### config.mk
export PLATFORM = sky130hd
export DESIGN_NAME = apb_fifo_completer
export DESIGN_NICKNAME = d
export VERILOG_FILES = /design/src/rtl/apb_fifo_completer.sv
export SDC_FILE = /design/constraint.sdc
export NUM_CORES = 1
export LEC_CHECK = 0
export BUFFER_PORTS_ARGS = -buffer_cell sky130_fd_sc_hd__buf_2
export CORE_AREA = 4 4 223 269
export DETAILED_ROUTE_END_ITERATION = 10
export DIE_AREA = 0 0 227 273
export HOLD_SLACK_MARGIN = 0.08
export SYNTH_ARGS = -nofsm -noshare
export SYNTH_HDL_FRONTEND = slang
export SYNTH_SLANG_ARGS = --single-unit
### constraint.sdc
create_clock -name apb_clk -period 6.5 [get_ports apb_clk]
set_input_delay 0.65 -clock apb_clk [delete_from_list [all_inputs] [get_ports apb_clk]]
set_output_delay 0.65 -clock apb_clk [all_outputs]
set_load 0.1 [all_outputs]
### src/rtl/apb_fifo_completer.sv
// APB completer bridging the bus to a TX stream FIFO (filled by writes) and an
// RX stream FIFO (drained by reads), with wait-state stalling and timeout.
module apb_fifo_completer #(
  parameter int         DEPTH          = 8,
  parameter logic [7:0] WAIT_LIMIT_RST = 8'd16
) (
  input  logic        apb_clk,
  input  logic        sys_reset,
  input  logic [7:0]  apb_addr,
  input  logic        apb_selx,
  input  logic        apb_en,
  input  logic        apb_write,
  input  logic [31:0] apb_wdata,
  output logic [31:0] apb_rdata,
  output logic        apb_ready,
  output logic        apb_slverr,
  output logic [31:0] tx_data,
  output logic        tx_valid,
  input  logic        tx_ready,
  input  logic [31:0] rx_data,
  input  logic        rx_valid,
  output logic        rx_ready
);

  localparam int AW = $clog2(DEPTH);
  localparam int CW = AW + 1;
  localparam logic [CW-1:0] FULL_CNT = CW'(DEPTH);

  localparam logic [7:0] ADDR_TXDATA = 8'h00;
  localparam logic [7:0] ADDR_RXDATA = 8'h04;
  localparam logic [7:0] ADDR_STATUS = 8'h08;
  localparam logic [7:0] ADDR_CTRL   = 8'h0C;

  typedef enum logic [1:0] {
    ST_IDLE  = 2'd0,
    ST_STALL = 2'd1,
    ST_RESP  = 2'd2
  } state_t;

  state_t         state_r;
  logic [7:0]     stall_cnt_r;
  logic [7:0]     wait_limit_r;
  logic           err_sticky_r;

  logic [31:0]    tx_mem_r [DEPTH];
  logic [AW-1:0]  tx_wptr_r, tx_rptr_r;
  logic [CW-1:0]  tx_cnt_r;
  logic [31:0]    rx_mem_r [DEPTH];
  logic [AW-1:0]  rx_wptr_r, rx_rptr_r;
  logic [CW-1:0]  rx_cnt_r;

  logic           tx_empty_s, tx_full_s, rx_empty_s, rx_full_s;
  logic           tx_push_s, tx_pop_s, tx_flush_s;
  logic           rx_push_s, rx_pop_s, rx_flush_s;
  logic           is_txw_s, is_rxr_s, is_ctrlw_s, legal_s, blocked_s, do_op_s;
  logic           ctrl_wr_s;
  logic [31:0]    status_s, rd_val_s;

  assign tx_empty_s = (tx_cnt_r == {CW{1'b0}});
  assign tx_full_s  = (tx_cnt_r == FULL_CNT);
  assign rx_empty_s = (rx_cnt_r == {CW{1'b0}});
  assign rx_full_s  = (rx_cnt_r == FULL_CNT);

  assign tx_valid = ~tx_empty_s;
  assign tx_data  = tx_mem_r[tx_rptr_r];
  assign rx_ready = sys_reset & ~rx_full_s;

  assign tx_pop_s   = ~tx_empty_s & tx_ready;
  assign rx_push_s  = rx_valid & ~rx_full_s;
  assign tx_push_s  = do_op_s & is_txw_s;
  assign rx_pop_s   = do_op_s & is_rxr_s;
  assign ctrl_wr_s  = do_op_s & is_ctrlw_s;
  assign tx_flush_s = ctrl_wr_s & apb_wdata[0];
  assign rx_flush_s = ctrl_wr_s & apb_wdata[1];

  assign status_s = {7'd0, err_sticky_r, 8'(rx_cnt_r), 8'(tx_cnt_r),
                     4'd0, rx_full_s, rx_empty_s, tx_full_s, tx_empty_s};

  // Access decode; a blocked FIFO access only proceeds once the count frees up.
  always_comb begin
    is_txw_s   = (apb_addr == ADDR_TXDATA) && apb_write;
    is_rxr_s   = (apb_addr == ADDR_RXDATA) && !apb_write;
    is_ctrlw_s = (apb_addr == ADDR_CTRL) && apb_write;
    legal_s    = is_txw_s || is_rxr_s || (apb_addr == ADDR_CTRL) ||
                 ((apb_addr == ADDR_STATUS) && !apb_write);
    blocked_s  = (is_txw_s && tx_full_s) || (is_rxr_s && rx_empty_s);
    case (state_r)
      ST_IDLE:  do_op_s = apb_selx && apb_en && legal_s && !blocked_s;
      ST_STALL: do_op_s = apb_selx && !blocked_s;
      default:  do_op_s = 1'b0;
    endcase
  end

  // Read-data mux for legal reads.
  always_comb begin
    rd_val_s = 32'd0;
    case (apb_addr)
      ADDR_RXDATA: rd_val_s = rx_mem_r[rx_rptr_r];
      ADDR_STATUS: rd_val_s = status_s;
      ADDR_CTRL:   rd_val_s = {16'd0, wait_limit_r, 8'd0};
      default:     rd_val_s = 32'd0;
    endcase
  end

  // FIFO storage arrays carry no reset.
  always_ff @(posedge apb_clk) begin
    if (tx_push_s) tx_mem_r[tx_wptr_r] <= apb_wdata;
    if (rx_push_s) rx_mem_r[rx_wptr_r] <= rx_data;
  end

  // TX pointers and count; flush wins over a coincident stream pop.
  always_ff @(posedge apb_clk or negedge sys_reset) begin
    if (!sys_reset) begin
      tx_wptr_r <= {AW{1'b0}};
      tx_rptr_r <= {AW{1'b0}};
      tx_cnt_r  <= {CW{1'b0}};
    end else if (tx_flush_s) begin
      tx_wptr_r <= {AW{1'b0}};
      tx_rptr_r <= {AW{1'b0}};
      tx_cnt_r  <= {CW{1'b0}};
    end else begin
      if (tx_push_s) tx_wptr_r <= tx_wptr_r + AW'(1);
      if (tx_pop_s)  tx_rptr_r <= tx_rptr_r + AW'(1);
      case ({tx_push_s, tx_pop_s})
        2'b10:   tx_cnt_r <= tx_cnt_r + CW'(1);
        2'b01:   tx_cnt_r <= tx_cnt_r - CW'(1);
        default: tx_cnt_r <= tx_cnt_r;
      endcase
    end
  end

  // RX pointers and count; flush wins over a coincident stream push.
  always_ff @(posedge apb_clk or negedge sys_reset) begin
    if (!sys_reset) begin
      rx_wptr_r <= {AW{1'b0}};
      rx_rptr_r <= {AW{1'b0}};
      rx_cnt_r  <= {CW{1'b0}};
    end else if (rx_flush_s) begin
      rx_wptr_r <= {AW{1'b0}};
      rx_rptr_r <= {AW{1'b0}};
      rx_cnt_r  <= {CW{1'b0}};
    end else begin
      if (rx_push_s) rx_wptr_r <= rx_wptr_r + AW'(1);
      if (rx_pop_s)  rx_rptr_r <= rx_rptr_r + AW'(1);
      case ({rx_push_s, rx_pop_s})
        2'b10:   rx_cnt_r <= rx_cnt_r + CW'(1);
        2'b01:   rx_cnt_r <= rx_cnt_r - CW'(1);
        default: rx_cnt_r <= rx_cnt_r;
      endcase
    end
  end

  // Transfer FSM with registered response, control register and sticky error.
  always_ff @(posedge apb_clk or negedge sys_reset) begin
    if (!sys_reset) begin
      state_r      <= ST_IDLE;
      stall_cnt_r  <= 8'd0;
      wait_limit_r <= WAIT_LIMIT_RST;
      err_sticky_r <= 1'b0;
      apb_ready    <= 1'b0;
      apb_slverr   <= 1'b0;
      apb_rdata    <= 32'd0;
    end else begin
      case (state_r)
        ST_IDLE: begin
          apb_ready  <= 1'b0;
          apb_slverr <= 1'b0;
          apb_rdata  <= 32'd0;
          if (apb_selx && apb_en) begin
            if (!legal_s) begin
              apb_ready    <= 1'b1;
              apb_slverr   <= 1'b1;
              err_sticky_r <= 1'b1;
              state_r      <= ST_RESP;
            end else if (!blocked_s) begin
              apb_ready <= 1'b1;
              apb_rdata <= apb_write ? 32'd0 : rd_val_s;
              if (is_ctrlw_s) begin
                wait_limit_r <= apb_wdata[15:8];
                if (apb_wdata[2]) err_sticky_r <= 1'b0;
              end
              state_r <= ST_RESP;
            end else if (wait_limit_r == 8'd0) begin
              apb_ready    <= 1'b1;
              apb_slverr   <= 1'b1;
              err_sticky_r <= 1'b1;
              state_r      <= ST_RESP;
            end else begin
              stall_cnt_r <= 8'd0;
              state_r     <= ST_STALL;
            end
          end
        end
        ST_STALL: begin
          if (!apb_selx) begin
            state_r <= ST_IDLE;
          end else if (!blocked_s) begin
            apb_ready  <= 1'b1;
            apb_slverr <= 1'b0;
            apb_rdata  <= apb_write ? 32'd0 : rd_val_s;
            state_r    <= ST_RESP;
          end else if ((stall_cnt_r + 8'd1) == wait_limit_r) begin
            apb_ready    <= 1'b1;
            apb_slverr   <= 1'b1;
            apb_rdata    <= 32'd0;
            err_sticky_r <= 1'b1;
            state_r      <= ST_RESP;
          end else begin
            stall_cnt_r <= stall_cnt_r + 8'd1;
          end
        end
        ST_RESP: begin
          apb_ready  <= 1'b0;
          apb_slverr <= 1'b0;
          apb_rdata  <= 32'd0;
          state_r    <= ST_IDLE;
        end
        default: begin
          apb_ready  <= 1'b0;
          apb_slverr <= 1'b0;
          apb_rdata  <= 32'd0;
          state_r    <= ST_IDLE;
        end
      endcase
    end
  end

endmodule

== Word level (Yosys, flattened, before mapping) ==
Memories as Yosys holds them, arrays and structs flattened.
Cells that the tools add are included.
Word-level totals
  register bits after elaboration: 73
  RAM bits: 512
  input bits: 79
  output and inout port bits: 68
  logic and storage cells: 157
  memories kept: 2
Memories
  rx_mem_r: depth 8, width 32, rd ports 1, clocked after Yosys merged registers in 0, write ports 1, line 48  | logic [31:0] rx_mem_r [DEPTH];
  tx_mem_r: depth 8, width 32, rd ports 1, clocked after Yosys merged registers in 0, write ports 1, line 45  | logic [31:0] tx_mem_r [DEPTH];
Operators by class
  add/sub/neg operators: 9
  equality and inequality tests: 24
  multiplexer cells: 65
  bitwise gates (word level): 11
  reductions and logical operators: 33
Operator list (number)
  $mux 32: 7
  $pmux 32 s3: 1
  $pmux 32 s2: 1
  $mux 8: 7
  $mux 1: 24
  $mux 3: 8
  $eq 8x4->1 const B: 2
  $logic_not 8->1: 2
  $ne 2x2->1 const B: 8
  $ne 4x4->1 const B: 4
  $pmux 4 s2: 2
  $pmux 8 s2: 1
  $reduce_and 8->1: 2
  $mux 2: 7
  $add 3x1->3 const B: 4
  $logic_and 1x1->1: 10
  $reduce_bool 2->1: 5
  $add 4x1->4 const B: 2
  $add 8x1->8 const B: 1
  $and 1x1->1: 8
  $eq 4x4->1 const B: 2
  $eq 8x3->1 const B: 1
  $eq 8x8->1: 1
  $logic_not 4->1: 2
  other kinds (14): 30

== Longest topological paths before layout ==
  depth in word-level cells: 12
  depth in mapped cells: 12
  gate-level depth less buffers: 10

== Worst setup path after synthesis ==
No wires, ideal clock.
  kind: input-to-reg
  start point: in apb_addr[5]
  end point: mem tx_mem_r[0][0], enable pin
  library setup time: 501 ps
  data arrival time: 4602 ps
  data required time: 5999 ps
  path slack: 1397 ps
  stages on the path: 5
  path buffers: 1
  cells stage by stage: nor4_2 > and3b_1 > buf_2 > nand3_1 > nor4_1
On the way
  cells in the longest elaborated chain, start to end: 11
  elaborated cells between the ends (all ways): 21
  those cells by class: eq/ne (3); mux (3); bitwise (1); reduce/logical (14)
RTL lines
  from (decl): line 9  | input logic [7:0] apb_addr,
  $eq 8x3->1 / $logic_not 8->1 (equally long branches): line 82, 81
  $logic_and 1x1->1 (on tied branches): line 82, 81
  $logic_or 1x1->1 (3 in series): line 84  | legal_s = is_txw_s || is_rxr_s || (apb_addr == ADDR_CTRL) ||
  $logic_and 1x1->1 (2 in series): line 88  | ST_IDLE: do_op_s = apb_selx && apb_en && legal_s && !blocked_s;
  $pmux 1 s2: line 87  | case (state_r)
  $and 1x1->1 (*): line 70  | assign tx_push_s = do_op_s & is_txw_s;
  $mux 1 (*): line 107  | if (tx_push_s) tx_mem_r[tx_wptr_r] <= apb_wdata;
  $mux 1 (implied by the code) (*): line 107
  to (decl): line 45
Mark *: on every way between the ends. The rest lies on a longest branch, timed or not.

== Worst setup path after layout ==
  start point: reg tx_rptr_r[0]
  end point: out tx_data[12]
On the way
  cells in the longest elaborated chain, start to end: 1
RTL lines
  from (decl): line 46  | logic [AW-1:0] tx_wptr_r, tx_rptr_r;
  from (signal assigned): line 115  | tx_rptr_r <= {AW{1'b0}};
  from (signal assigned): line 119  | tx_rptr_r <= {AW{1'b0}};
  from (signal assigned): line 123  | if (tx_pop_s) tx_rptr_r <= tx_rptr_r + AW'(1);
  $mem_v2 8x32
  to (decl): line 17  | output logic [31:0] tx_data,
Every way passes these cells.

==> results.sh <==
export IMPL_status="finished clean"
export IMPL_clock_sinks=585
export IMPL_ys_types=71
export IMPL_cp_max_fo=38
export IMPL_first_pass_iters=5
export IMPL_peakVddDrop_mv=0.2652
export IMPL_comb_power_share=0.259
export IMPL_gp_congestion=0.7699
export IMPL_rsz0062_at_grt="no"
export IMPL_power_switching_w=0.003405
export IMPL_placed_area_mm2=0.02506
export IMPL_synth_xor_area_frac=0.008204
export IMPL_grt_pass1_vias=12110
export IMPL_grt_antenna_before_repair=4
export IMPL_dp_hpwl_um=29640
export IMPL_nFillCells=4800
export IMPL_wire_per_inst_um=23.37
export IMPL_finalCriticalPeriod_ps=4006
export IMPL_synth_fa_ha_area_frac=0.004290
export IMPL_finalInstanceArea_mm2=0.02680
export IMPL_finalMaxSlewViolations=0
export IMPL_dieHeight_um=273
export IMPL_p_seq_frac=0.445
export IMPL_cpPeakStageDelay_ps=920
export IMPL_synth_top_family_by_area="multiplexers"
export IMPL_r2r_cells=5
export IMPL_clock_latency_ps=610
export IMPL_synth_area_mux_share=0.1619
export IMPL_finalSetupViolCount=0
export IMPL_wirelength_um=49610
export IMPL_slowest_stage="dfrtp_4"
export IMPL_dieArea_mm2=0.06197
export IMPL_ys_seq_area_frac=0.7372
export IMPL_ys_flop_type="edfxtp_1"
export IMPL_ctsResizeCount=0
export IMPL_overflow=0
export IMPL_slew_headroom=0.2167
export IMPL_tns_ps=0
export IMPL_hp_class="in -> reg"
export IMPL_area_growth_pct=14.86
export IMPL_grt_usage=0.1603
export IMPL_crit_path_cell_trace="buf_4 -> mux4_2 -> mux2_2 -> buf_2"
export IMPL_synth_cells=1167
export IMPL_powerDensity_mw_per_mm2=383.3
export IMPL_cp_arrival_ps=3360
export IMPL_initial_core_util=0.4090
export IMPL_synth_compound_area_share=0.03855
export IMPL_grt_max_degree=64
export IMPL_hold_violations=0
export IMPL_die_w_um=227
export IMPL_skew_ps=21.64
export IMPL_synthArstFlopShare=0.1248
export IMPL_switching_share=0.3315
export IMPL_num_rows=96
export IMPL_coreArea_mm2=0.05705
export IMPL_cts_buffers=57
export IMPL_cts_reportedPaths_clkPinSlew_ps=60
export IMPL_final_layout_size_suffix_gt1_frac=0.3434
export IMPL_hold_depth=1
export IMPL_grt_pass1_wl_um=75360
export IMPL_p_int_w=0.006868
export IMPL_drv_cap=0
export IMPL_clock_path_buffers=3
export IMPL_worst_pin_slew_ps=1169
export IMPL_syn_area_mm2=0.02333
export IMPL_ctsHtreeMaxLevel=2
export IMPL_vias_per_cell=5.500
export IMPL_ys_warn_count=0
export IMPL_cp_depth=4
export IMPL_crit_type="reg -> out"
export IMPL_cpLargestDelayFamily="flip-flops"
export IMPL_synth_simple_area_share=0.03786
export IMPL_cts_tree="done"
export IMPL_cp_data_required_time_ps=5850
export IMPL_ioPinCount=147
export IMPL_root_buffer="clkbuf_16"
export IMPL_vias=11680
export IMPL_remaining_drc_errors=0
export IMPL_drt_initial_drc_count=819
export IMPL_min_period_over_period=0.6163
export IMPL_syn_area_per_cell_um2=20.00
export IMPL_power_leakage_nw=8.925
export IMPL_cp_start_kind="register"
export IMPL_path_buf_inv=2
export IMPL_ant_nets=0
export IMPL_timing_fmax_ghz=0.2496
export IMPL_synth_edf_count=512
export IMPL_fin_nets=1429
export IMPL_portBuffers=146
export IMPL_pwr_share_clk=0.297
export IMPL_ys_ff_latch=585
export IMPL_synth_fp_nets=1254
export IMPL_endpoint_kind="output pin"
[sequential cells by signal (all words and copies together), names as in the netlist, 2 cells and up]
register	count
stall_cnt_r	8
tx_rptr_r	3
state_r	2
rx_cnt_r	4
apb_rdata	32
tx_mem_r	256
tx_cnt_r	4
wait_limit_r	8
rx_rptr_r	3
tx_wptr_r	3
rx_mem_r	256
rx_wptr_r	3
[layout make-up]
class / count / area [µm²] / area share
Tap cell: 735 / 919.6 / 0.03431
Timing Repair Buffer: 176 / 960.9 / 0.03585
Clock buffer: 76 / 1538 / 0.05737
Sequential cell: 585 / 17210 / 0.6423
Inverter: 5 / 18.77 / 0.0007002
Clock inverter: 27 / 188.9 / 0.007049
Multi-Input combinational cell: 517 / 5957 / 0.2223
Antenna cell: 2 / 5.005 / 0.0001867
[timing repair]
action / CTS / global route
hold buffers: 1 / 0
hold endpoints to repair: 36 / 0
setup buffers: 0 / 0
[power by group through the flow]
stage / combinational [W] / clock (W) / sequential, W
2_1_floorplan: 0.00224 / 0 / 0.00455
3_3_place_gp: 0.00269 / 0 / 0.00464
3_5_place_dp: 0.00269 / 0 / 0.00465
4_1_cts: 0.00270 / 0.00313 / 0.00458
5_1_grt: 0.00280 / 0.00329 / 0.00461
6_report: 0.00266 / 0.00305 / 0.00457
[cells in the final DEF (no fill, tap or decap), types with 8 or more instances in the layout]
cell type and instances:
ha_1 8, o2bb2ai_1 20, clkbuf_16 57, clkinv_1 9, mux4_2 128, nor2_1 25
nand2b_1 14, o21ai_0 17, dfrtp_1 67, clkbuf_1 15, nand3_1 16, mux2_2 48
a22o_1 14, nor3_2 8, buf_4 30, a21oi_1 10, buf_2 145, xnor2_1 13
edfxtp_1 512, a211oi_1 8, nand2_1 39, clkinv_2 10, mux2i_1 34
[metal layers]
metal  routed length [µm]  GRT usage
met1                20140     0.2113
met2                25200     0.2736
met3                 3450    0.03513
met4                  795    0.03839
met5                   27          0
[Yosys cell counts (all sizes together) (5+ instances only)]
master / number / area share
mux4: 128 / 0.12
a21o: 5 / 0.0016
nand4: 5 / 0.0013
buf: 29 / 0.0062
xnor2: 14 / 0.0056
o21ai: 18 / 0.0039
nor4: 6 / 0.0025
o2bb2ai: 20 / 0.0075
o22ai: 9 / 0.0029
xor2: 7 / 0.0026
mux2i: 34 / 0.015
or4: 5 / 0.0018
nand3: 16 / 0.0034
edfxtp: 512 / 0.66
or3: 6 / 0.0016
clkbuf: 31 / 0.0050
nor3: 13 / 0.0028
a211oi: 9 / 0.0034
a21oi: 11 / 0.0025
ha: 8 / 0.0043
mux2: 49 / 0.024
nand2: 42 / 0.0071
a22o: 14 / 0.0053
nor2: 31 / 0.0050
nand2b: 14 / 0.0038
inv: 5 / 0.00080
dfrtp: 72 / 0.077
[cells by family after synthesis]
kind of cell	count (synthesis)
xor gates and xnor gates	21
AOI/OAI and AO/OA	114
and+or+nand+nor	163
DFF	585
adders and majority gates	8
buffers and inverters	65
muxes	211
[stage by stage]
stage / setup slack, ps / total power [W] / cells / util / hold WS, ps
2_1_floorplan: 1397 / 0.006788 / 1167 / - / 354.4
6_report: 2494 / 0.01027 / 2123 / 0.4698 / 307.8
3_3_place_gp: 2876 / 0.007322 / 2017 / 0.4392 / 467.1
4_1_cts: 2334 / 0.01042 / 2121 / 0.4697 / 256.9
3_5_place_dp: 2842 / 0.007344 / 2017 / 0.4392 / 468.7
5_1_grt: 2208 / 0.01070 / 2121 / 0.4697 / 283.8
[final timing paths]
kind                               from              end  slack [ps]
max in group asynchronous     sys_reset     rx_rptr_r[0]        4810
max reg2reg                 tx_cnt_r[0]  tx_mem_r[7][25]        3400
min                        apb_wdata[5]   tx_mem_r[4][5]         310
min reg2reg                apb_rdata[4]     apb_rdata[4]         490
max                        tx_rptr_r[0]      tx_data[12]        2490
min in group asynchronous     sys_reset  wait_limit_r[1]         590
No activity file was read; power rests on OpenSTA's default activity.
